$ cat src/rtl/vga_overlay_pkg.sv
// rtl/vga_overlay_pkg.sv - shared colours, default geometry and helpers for the status overlay
package vga_overlay_pkg;

  localparam int DEF_X0         = 16;
  localparam int DEF_Y0         = 16;
  localparam int DEF_PITCH_LOG2 = 5;
  localparam int DEF_CELL       = 24;
  localparam int DEF_BITS       = 12;
  localparam int NUM_CELLS      = 8;

  localparam logic [23:0] RGB_ON  = 24'hFF2000;
  localparam logic [23:0] RGB_OFF = 24'h202020;

  // Low bits of dx that give the offset within one square's pitch.
  function automatic int pitch_mask(input int log2);
    return (1 << log2) - 1;
  endfunction

endpackage

$ cat src/rtl/vga_status_overlay_if.sv
// rtl/vga_status_overlay_if.sv - pixel stream in/out of the status overlay stage
interface vga_status_overlay_if;

  logic [7:0] in_red;
  logic [7:0] in_green;
  logic [7:0] in_blue;
  logic       in_hsync;
  logic       in_vsync;
  logic       in_blank;
  logic [7:0] status;
  logic       enable;
  logic [7:0] out_red;
  logic [7:0] out_green;
  logic [7:0] out_blue;
  logic       out_hsync;
  logic       out_vsync;
  logic       out_blank;
  logic       frame_start;

  modport master (
    output in_red, in_green, in_blue, in_hsync, in_vsync, in_blank, status, enable,
    input  out_red, out_green, out_blue, out_hsync, out_vsync, out_blank, frame_start
  );

  modport slave (
    input  in_red, in_green, in_blue, in_hsync, in_vsync, in_blank, status, enable,
    output out_red, out_green, out_blue, out_hsync, out_vsync, out_blank, frame_start
  );

endinterface

$ cat src/rtl/vga_xy_tracker.sv
// rtl/vga_xy_tracker.sv - beam position tracker from blank/vsync for overlay stages
module vga_xy_tracker #(
  parameter int   C_bits      = 12,
  parameter logic C_vsync_pol = 1'b1
) (
  input  logic              clk_pixel,
  input  logic              reset_n,
  input  logic              in_blank,
  input  logic              in_vsync,
  output logic [C_bits-1:0] x,
  output logic [C_bits-1:0] y,
  output logic              line_end,
  output logic              frame_edge
);

  localparam logic [C_bits-1:0] CNT_MAX = '1;

  logic              blank_q;
  logic              vsync_q;
  logic [C_bits-1:0] x_cnt;

  assign line_end   = in_blank & ~blank_q;
  assign frame_edge = (in_vsync == C_vsync_pol) & (vsync_q != C_vsync_pol);
  // x_cnt already holds the position of the current pixel; force 0 on blank cycles.
  assign x          = in_blank ? '0 : x_cnt;

  always_ff @(posedge clk_pixel or negedge reset_n) begin
    if (!reset_n) begin
      blank_q <= 1'b1;
      vsync_q <= ~C_vsync_pol;
      x_cnt   <= '0;
      y       <= '0;
    end else begin
      blank_q <= in_blank;
      vsync_q <= in_vsync;
      if (in_blank) begin
        x_cnt <= '0;
      end else if (x_cnt != CNT_MAX) begin
        x_cnt <= x_cnt + 1'b1;
      end
      if (frame_edge) begin
        y <= '0;
      end else if (line_end && (y != CNT_MAX)) begin
        y <= y + 1'b1;
      end
    end
  end

endmodule

$ cat src/rtl/vga_status_overlay.sv
// rtl/vga_status_overlay.sv - draws 8 status squares over a VGA stream with fixed 2-cycle latency
module vga_status_overlay
  import vga_overlay_pkg::*;
#(
  parameter int          C_x0         = DEF_X0,
  parameter int          C_y0         = DEF_Y0,
  parameter int          C_pitch_log2 = DEF_PITCH_LOG2,
  parameter int          C_cell       = DEF_CELL,
  parameter logic [23:0] C_on_color   = RGB_ON,
  parameter logic [23:0] C_off_color  = RGB_OFF,
  parameter logic        C_vsync_pol  = 1'b1,
  parameter int          C_bits       = DEF_BITS
) (
  input logic                 clk_pixel,
  input logic                 reset_n,
  vga_status_overlay_if.slave vif
);

  // One extra bit so x - C_x0 and the range limits never overflow.
  localparam int           W         = C_bits + 1;
  localparam logic [W-1:0] X_LO      = W'(C_x0);
  localparam logic [W-1:0] X_HI      = W'(C_x0 + NUM_CELLS * (2 ** C_pitch_log2));
  localparam logic [W-1:0] Y_LO      = W'(C_y0);
  localparam logic [W-1:0] Y_HI      = W'(C_y0 + C_cell);
  localparam logic [W-1:0] CELL_MASK = W'(pitch_mask(C_pitch_log2));
  localparam logic [W-1:0] CELL_W    = W'(C_cell);

  logic [C_bits-1:0] x;
  logic [C_bits-1:0] y;
  logic              frame_edge;
  logic [W-1:0]      dx;
  logic              hit;
  logic [2:0]        idx;
  logic [7:0]        shadow;

  logic [23:0]       s1_rgb;
  logic              s1_hsync;
  logic              s1_vsync;
  logic              s1_blank;
  logic              s1_hit;
  logic [2:0]        s1_idx;

  vga_xy_tracker #(
    .C_bits      (C_bits),
    .C_vsync_pol (C_vsync_pol)
  ) u_tracker (
    .clk_pixel  (clk_pixel),
    .reset_n    (reset_n),
    .in_blank   (vif.in_blank),
    .in_vsync   (vif.in_vsync),
    .x          (x),
    .y          (y),
    .line_end   (),
    .frame_edge (frame_edge)
  );

  always_comb begin
    dx  = {1'b0, x} - X_LO;
    idx = dx[C_pitch_log2 +: 3];
    hit = ~vif.in_blank & vif.enable
        & ({1'b0, x} >= X_LO) & ({1'b0, x} < X_HI)
        & ((dx & CELL_MASK) < CELL_W)
        & ({1'b0, y} >= Y_LO) & ({1'b0, y} < Y_HI);
  end

  // Sampled only at frame start so a frame never shows two status values.
  always_ff @(posedge clk_pixel or negedge reset_n) begin
    if (!reset_n) begin
      shadow <= '0;
    end else if (frame_edge) begin
      shadow <= vif.status;
    end
  end

  always_ff @(posedge clk_pixel or negedge reset_n) begin
    if (!reset_n) begin
      s1_rgb          <= '0;
      s1_hsync        <= ~C_vsync_pol;
      s1_vsync        <= ~C_vsync_pol;
      s1_blank        <= 1'b1;
      s1_hit          <= 1'b0;
      s1_idx          <= '0;
      vif.out_red     <= '0;
      vif.out_green   <= '0;
      vif.out_blue    <= '0;
      vif.out_hsync   <= ~C_vsync_pol;
      vif.out_vsync   <= ~C_vsync_pol;
      vif.out_blank   <= 1'b1;
      vif.frame_start <= 1'b0;
    end else begin
      s1_rgb   <= {vif.in_red, vif.in_green, vif.in_blue};
      s1_hsync <= vif.in_hsync;
      s1_vsync <= vif.in_vsync;
      s1_blank <= vif.in_blank;
      s1_hit   <= hit;
      s1_idx   <= idx;
      if (s1_hit) begin
        {vif.out_red, vif.out_green, vif.out_blue} <= shadow[s1_idx] ? C_on_color : C_off_color;
      end else begin
        {vif.out_red, vif.out_green, vif.out_blue} <= s1_rgb;
      end
      vif.out_hsync   <= s1_hsync;
      vif.out_vsync   <= s1_vsync;
      vif.out_blank   <= s1_blank;
      vif.frame_start <= (s1_vsync == C_vsync_pol) && (vif.out_vsync != C_vsync_pol);
    end
  end

endmodule

$ cat src/flat_wrapper.sv
// flat-port wrapper written by rule: the top's interface ports become plain ports
module vga_status_overlay_flat import vga_overlay_pkg::*;
#(
  parameter int          C_x0         = DEF_X0,
  parameter int          C_y0         = DEF_Y0,
  parameter int          C_pitch_log2 = DEF_PITCH_LOG2,
  parameter int          C_cell       = DEF_CELL,
  parameter logic [23:0] C_on_color   = RGB_ON,
  parameter logic [23:0] C_off_color  = RGB_OFF,
  parameter logic        C_vsync_pol  = 1'b1,
  parameter int          C_bits       = DEF_BITS
)
  (clk_pixel, reset_n, vif_in_red, vif_in_green, vif_in_blue, vif_in_hsync, vif_in_vsync, vif_in_blank, vif_status, vif_enable, vif_out_red, vif_out_green, vif_out_blue, vif_out_hsync, vif_out_vsync, vif_out_blank, vif_frame_start);
  vga_status_overlay_if vif_i ();
  input logic clk_pixel;
  input logic reset_n;
  input wire logic [$bits(vif_i.in_red)-1:0] vif_in_red;
  input wire logic [$bits(vif_i.in_green)-1:0] vif_in_green;
  input wire logic [$bits(vif_i.in_blue)-1:0] vif_in_blue;
  input wire logic [$bits(vif_i.in_hsync)-1:0] vif_in_hsync;
  input wire logic [$bits(vif_i.in_vsync)-1:0] vif_in_vsync;
  input wire logic [$bits(vif_i.in_blank)-1:0] vif_in_blank;
  input wire logic [$bits(vif_i.status)-1:0] vif_status;
  input wire logic [$bits(vif_i.enable)-1:0] vif_enable;
  output wire logic [$bits(vif_i.out_red)-1:0] vif_out_red;
  output wire logic [$bits(vif_i.out_green)-1:0] vif_out_green;
  output wire logic [$bits(vif_i.out_blue)-1:0] vif_out_blue;
  output wire logic [$bits(vif_i.out_hsync)-1:0] vif_out_hsync;
  output wire logic [$bits(vif_i.out_vsync)-1:0] vif_out_vsync;
  output wire logic [$bits(vif_i.out_blank)-1:0] vif_out_blank;
  output wire logic [$bits(vif_i.frame_start)-1:0] vif_frame_start;
  assign vif_i.in_red = vif_in_red;
  assign vif_i.in_green = vif_in_green;
  assign vif_i.in_blue = vif_in_blue;
  assign vif_i.in_hsync = vif_in_hsync;
  assign vif_i.in_vsync = vif_in_vsync;
  assign vif_i.in_blank = vif_in_blank;
  assign vif_i.status = vif_status;
  assign vif_i.enable = vif_enable;
  assign vif_out_red = vif_i.out_red;
  assign vif_out_green = vif_i.out_green;
  assign vif_out_blue = vif_i.out_blue;
  assign vif_out_hsync = vif_i.out_hsync;
  assign vif_out_vsync = vif_i.out_vsync;
  assign vif_out_blank = vif_i.out_blank;
  assign vif_frame_start = vif_i.frame_start;
  vga_status_overlay #(.C_x0(C_x0), .C_y0(C_y0), .C_pitch_log2(C_pitch_log2), .C_cell(C_cell), .C_on_color(C_on_color), .C_off_color(C_off_color), .C_vsync_pol(C_vsync_pol), .C_bits(C_bits)) u_core (.clk_pixel(clk_pixel), .reset_n(reset_n), .vif(vif_i));
endmodule
$ cat config.mk
export PLATFORM = sky130hd
export DESIGN_NAME = vga_status_overlay_flat
export DESIGN_NICKNAME = d
export VERILOG_FILES = /design/src/rtl/vga_overlay_pkg.sv /design/src/rtl/vga_status_overlay_if.sv /design/src/rtl/vga_xy_tracker.sv /design/src/rtl/vga_status_overlay.sv /design/src/flat_wrapper.sv
export SDC_FILE = /design/constraint.sdc
export NUM_CORES = 1
export LEC_CHECK = 0
export CELL_PAD_IN_SITES_DETAIL_PLACEMENT = 1
export CELL_PAD_IN_SITES_GLOBAL_PLACEMENT = 2
export CORE_ASPECT_RATIO = 1.75
export CORE_UTILIZATION = 31
export DETAILED_ROUTE_END_ITERATION = 10
export PLACE_DENSITY = 0.84
export SETUP_SLACK_MARGIN = 0.2
export SLEW_MARGIN = 5
export SYNTH_ARGS = -nofsm -noshare
export SYNTH_HDL_FRONTEND = slang
export SYNTH_SLANG_ARGS = --single-unit
$ cat constraint.sdc
create_clock -name clk_pixel -period 1.6 [get_ports clk_pixel]
set_input_delay 0.24 -clock clk_pixel [delete_from_list [all_inputs] [get_ports clk_pixel]]
set_output_delay 0.24 -clock clk_pixel [all_outputs]
set_load 0.01 [all_outputs]
==> impl_metrics.yaml, run 1 <==
sta:
  maxSlewViolCount: 0
  hold_ws_ns: 0.3354
  slew_headroom: 0.6887
  period_share: 0.9610
  max_freq_mhz: 650.3
  skew_ns: 0.006221
  worstMarginPinSlew_ns: 0.4669
  period_needed_ns: 1.538
  hold_viol_final: 0
  tns_ns: 0
  setup_slack_ns: 0.06233
  rsz0062_at_grt: "true"
  report.final.setup_viol: 0
route:
  drtPass1Iterations: 4
  initialDrtViolationCount: 63
  drc: 0
  finalWirelength_um: 9260
  wl_per_cell_um: 17.12
  postRouteAntennaNets: 0
  via_per_inst: 4.963
  vias: 2685
yosys:
  synth-seq-area-share: 0.6415
  synth_area_per_cell_um2: 11.88
  yosysWarnings: 0
  synth_seq_cells: 91
  yosysUniqueCellTypes: 54
  synth_nets: 340
  synth_edf_count: 0
  async_flop_share: 1.000
  netlist_top_cells_area: "dfrtp_1 63%, nand2_1 3.6%, nor2b_1 3.3%, nor3_1 1.8%, o21ai_0 1.8%"
  ys.flop_type: "dfrtp_1"
  synth_top_area_cell: "dfrtp_1"
  syn-cell-area_um2: 3553
  synth_top_area_frac: 0.6268
  syn_inst: 299
worst_setup_path:
  start_kind: "flop"
  arrival_ns: 1.74
  end_kind: "flop"
  r2r_cells: 6
  reg2reg_slack_ns: 0.06
  rr_startpoint: "u_core.u_tracker.y[8]"
  worstSetupPathType: "reg2reg"
  critPathMaxFanout: 7
  timing.rr.end: "u_core.u_tracker.y[5]"
  required_ns: 1.80
place:
  placed_area_um2: 4596
  pre_cts_slack_ns: -0.05154
  place_congestion: 0.7808
  placed_cells: 514
  hpwl_um: 6379
  portBuffers: 65
die:
  rows: 51
  fp.coreArea_um2: 11170
  die_area_um2: 11910
  dieWidth_um: 82.93
  start_util: 0.3182
  dieHeight_um: 143.6
  ios: 66
power_and_ir_drop:
  p_per_area_nw_per_um2: 954.7
  switchingPower_mw: 1.192
  seqPwrFrac: 0.496
  irDropWorstVdd_mv: 0.8136
  sw_frac_of_total: 0.2398
  internal_power_mw: 3.780
  p_leak_nw: 2.309
  clockPowerShare: 0.414
  combPwrFrac: 0.090
  p_total_mw: 4.972
grt:
  antenna_found_initial: 0
  grt_pass1_wl_um: 14540
  grt_pass1_vias: 2918
  grt.total_usage: 0.1574
  gr-total-overflow: 0
  grt_max_degree: 34
clock_network:
  cts_buffers: 9
  cts.sinks: 91
  cts.root.buffer_cell: "clkbuf_16"
  clk_path_buf_depth: 2
  cts_tree: "built"
  clk_pin_slew_ns: 0.07
  htreeDepth: 3
  clkLatencyLatePin_ns: 0.34
finish:
  multiInputGateArea_um2: 1418
  fill_cells: 1171
  area_growth_pct: 46.55
  layout_common_cells: "77 x dfrtp_1, 36 x clkdlybuf4s50_1, 33 x nand2_1, 33 x buf_4, 28 x dlygate4sd2_1"
  nets: 445
  drive_gt1_frac: 0.2910
  seq_area_um2: 2295
  final_cell_area_um2: 5207
  final_util: 0.4663
  diodes: 0
  final_common_cell: "dfrtp_1"
  layout.cells.non_filler: 541
run:
  max_cap_violations: 0
worst_hold_path:
  hold_end: "u_core.s1_rgb[2]"
  min_delay_path_depth: 1
  hp-start: "vif_in_blue[2]"
  hold_path.class: "in2reg"
run_status:
  status: "complete, no violations"
-- cell families (layout without fill, tap and decap cells) --
group / after synthesis / in the layout / share of synthesized area
compound gates: 44 / 44 / 0.07958
fa+ha+maj: 3 / 3 / 0.01056
simple gates: 125 / 125 / 0.2007
xor+xnor: 4 / 4 / 0.009861
buf+inv: 26 / 136 / 0.03028
flops: 91 / 91 / 0.6416
mux: 6 / 6 / 0.02746
-- synth_stat cells (all sizes together) (3+ instances only) --
| cell type | instances |
|---|---|
| nor2 | 15 |
| nand4 | 4 |
| nand2b | 5 |
| buf | 5 |
| clkbuf | 7 |
| dfrtp | 89 |
| nor2b | 19 |
| a21oi | 8 |
| nor4 | 8 |
| nand2 | 35 |
| or2 | 3 |
| a31oi | 6 |
| mux2i | 3 |
| o21ai | 13 |
| nor3 | 15 |
| inv | 14 |
| nand3 | 10 |
| or3 | 4 |
| ha | 3 |
-- power groups by stage --
| stage | clock network (mW) | registers [mW] | logic (mW) |
|---|---|---|---|
| finish | 2.06 | 2.46 | 0.449 |
| global route | 2.18 | 2.48 | 0.493 |
| CTS | 2.11 | 2.46 | 0.436 |
| detailed placement | 0 | 2.50 | 0.439 |
| global placement | 0 | 2.50 | 0.426 |
| floorplan | 0 | 2.51 | 0.124 |
-- worst max-delay path, stage by stage, from the launching register on --
cell and delay [ns]:
dfrtp_2 0.46, nand4_1 0.20, buf_4 0.16, nor3_4 0.04, buf_4 0.15, o311ai_2 0.27
nand2_1 0.11
-- state kept, by name, summed over array words and instances, names as in the netlist --
signal	cells
u_core.u_tracker.x_cnt	12
u_core.s1_hsync	1
u_core.vif.out_vsync	1
u_core.vif.out_red	8
u_core.s1_rgb	24
u_core.vif.out_green	8
u_core.vif.out_hsync	1
u_core.vif.frame_start	1
u_core.u_tracker.y	12
u_core.vif.out_blue	8
u_core.vif.out_blank	1
u_core.s1_idx	3
u_core.shadow	8
u_core.s1_blank	1
u_core.s1_hit	1
u_core.s1_vsync	1
-- routing by layer --
layer,up-vias,wire [um],share of wire,global-route usage
met5,-,0,0,0
met4,0,329,0.036,0.06080
li1,1243,-,-,-
met3,22,292,0.032,0.03102
met1,1355,3360,0.36,0.1581
met2,65,5277,0.57,0.3132
-- what timing repair did --
action,4_1_cts,5_1_grt
setup endpoints to repair,57,33
pin swaps,10,16
hold buffers,1,0
hold endpoints to repair,29,0
resized for setup,62,40
buffers inserted,3,7
-- how the worst max path moves through the flow --
| stage | end | cells after the start | start | slack (ns) |
|---|---|---|---|---|
| after detailed placement | u_core.u_tracker.y[5] | 5 | vif_in_blank | -0.05 |
| final | u_core.u_tracker.y[5] | 6 | u_core.u_tracker.y[8] | 0.06 |
| after global placement | u_core.u_tracker.y[6] | 5 | vif_in_blank | 0.02 |
| after CTS | u_core.vif.out_red[7] | 4 | u_core.s1_idx[0] | 0.07 |
| after global routing | u_core.u_tracker.y[4] | 6 | u_core.u_tracker.y[8] | -0.05 |
| after floorplan | u_core.vif.out_red[0] | 4 | u_core.s1_idx[0] | 0.18 |
-- layout make-up --
class	count	area share
tap	132	0.03172
multi-input combinational	182	0.2722
clock inverter	6	0.01033
sequential	91	0.4407
inverter	14	0.01105
timing repair buffer	106	0.1881
clock buffer	10	0.04589
(Power assumes the default switching activity.)
==> run 2, diff against run 1 <==
--- a/config.mk
+++ b/config.mk
@@ -10,6 +10,7 @@
 export CORE_ASPECT_RATIO = 1.75
 export CORE_UTILIZATION = 31
 export DETAILED_ROUTE_END_ITERATION = 10
+export GPL_ROUTABILITY_DRIVEN = 1
 export PLACE_DENSITY = 0.84
 export SETUP_SLACK_MARGIN = 0.2
 export SLEW_MARGIN = 5
==> results of run 2 <==
Final layout, timing and power as in run 1 (identical DEF).
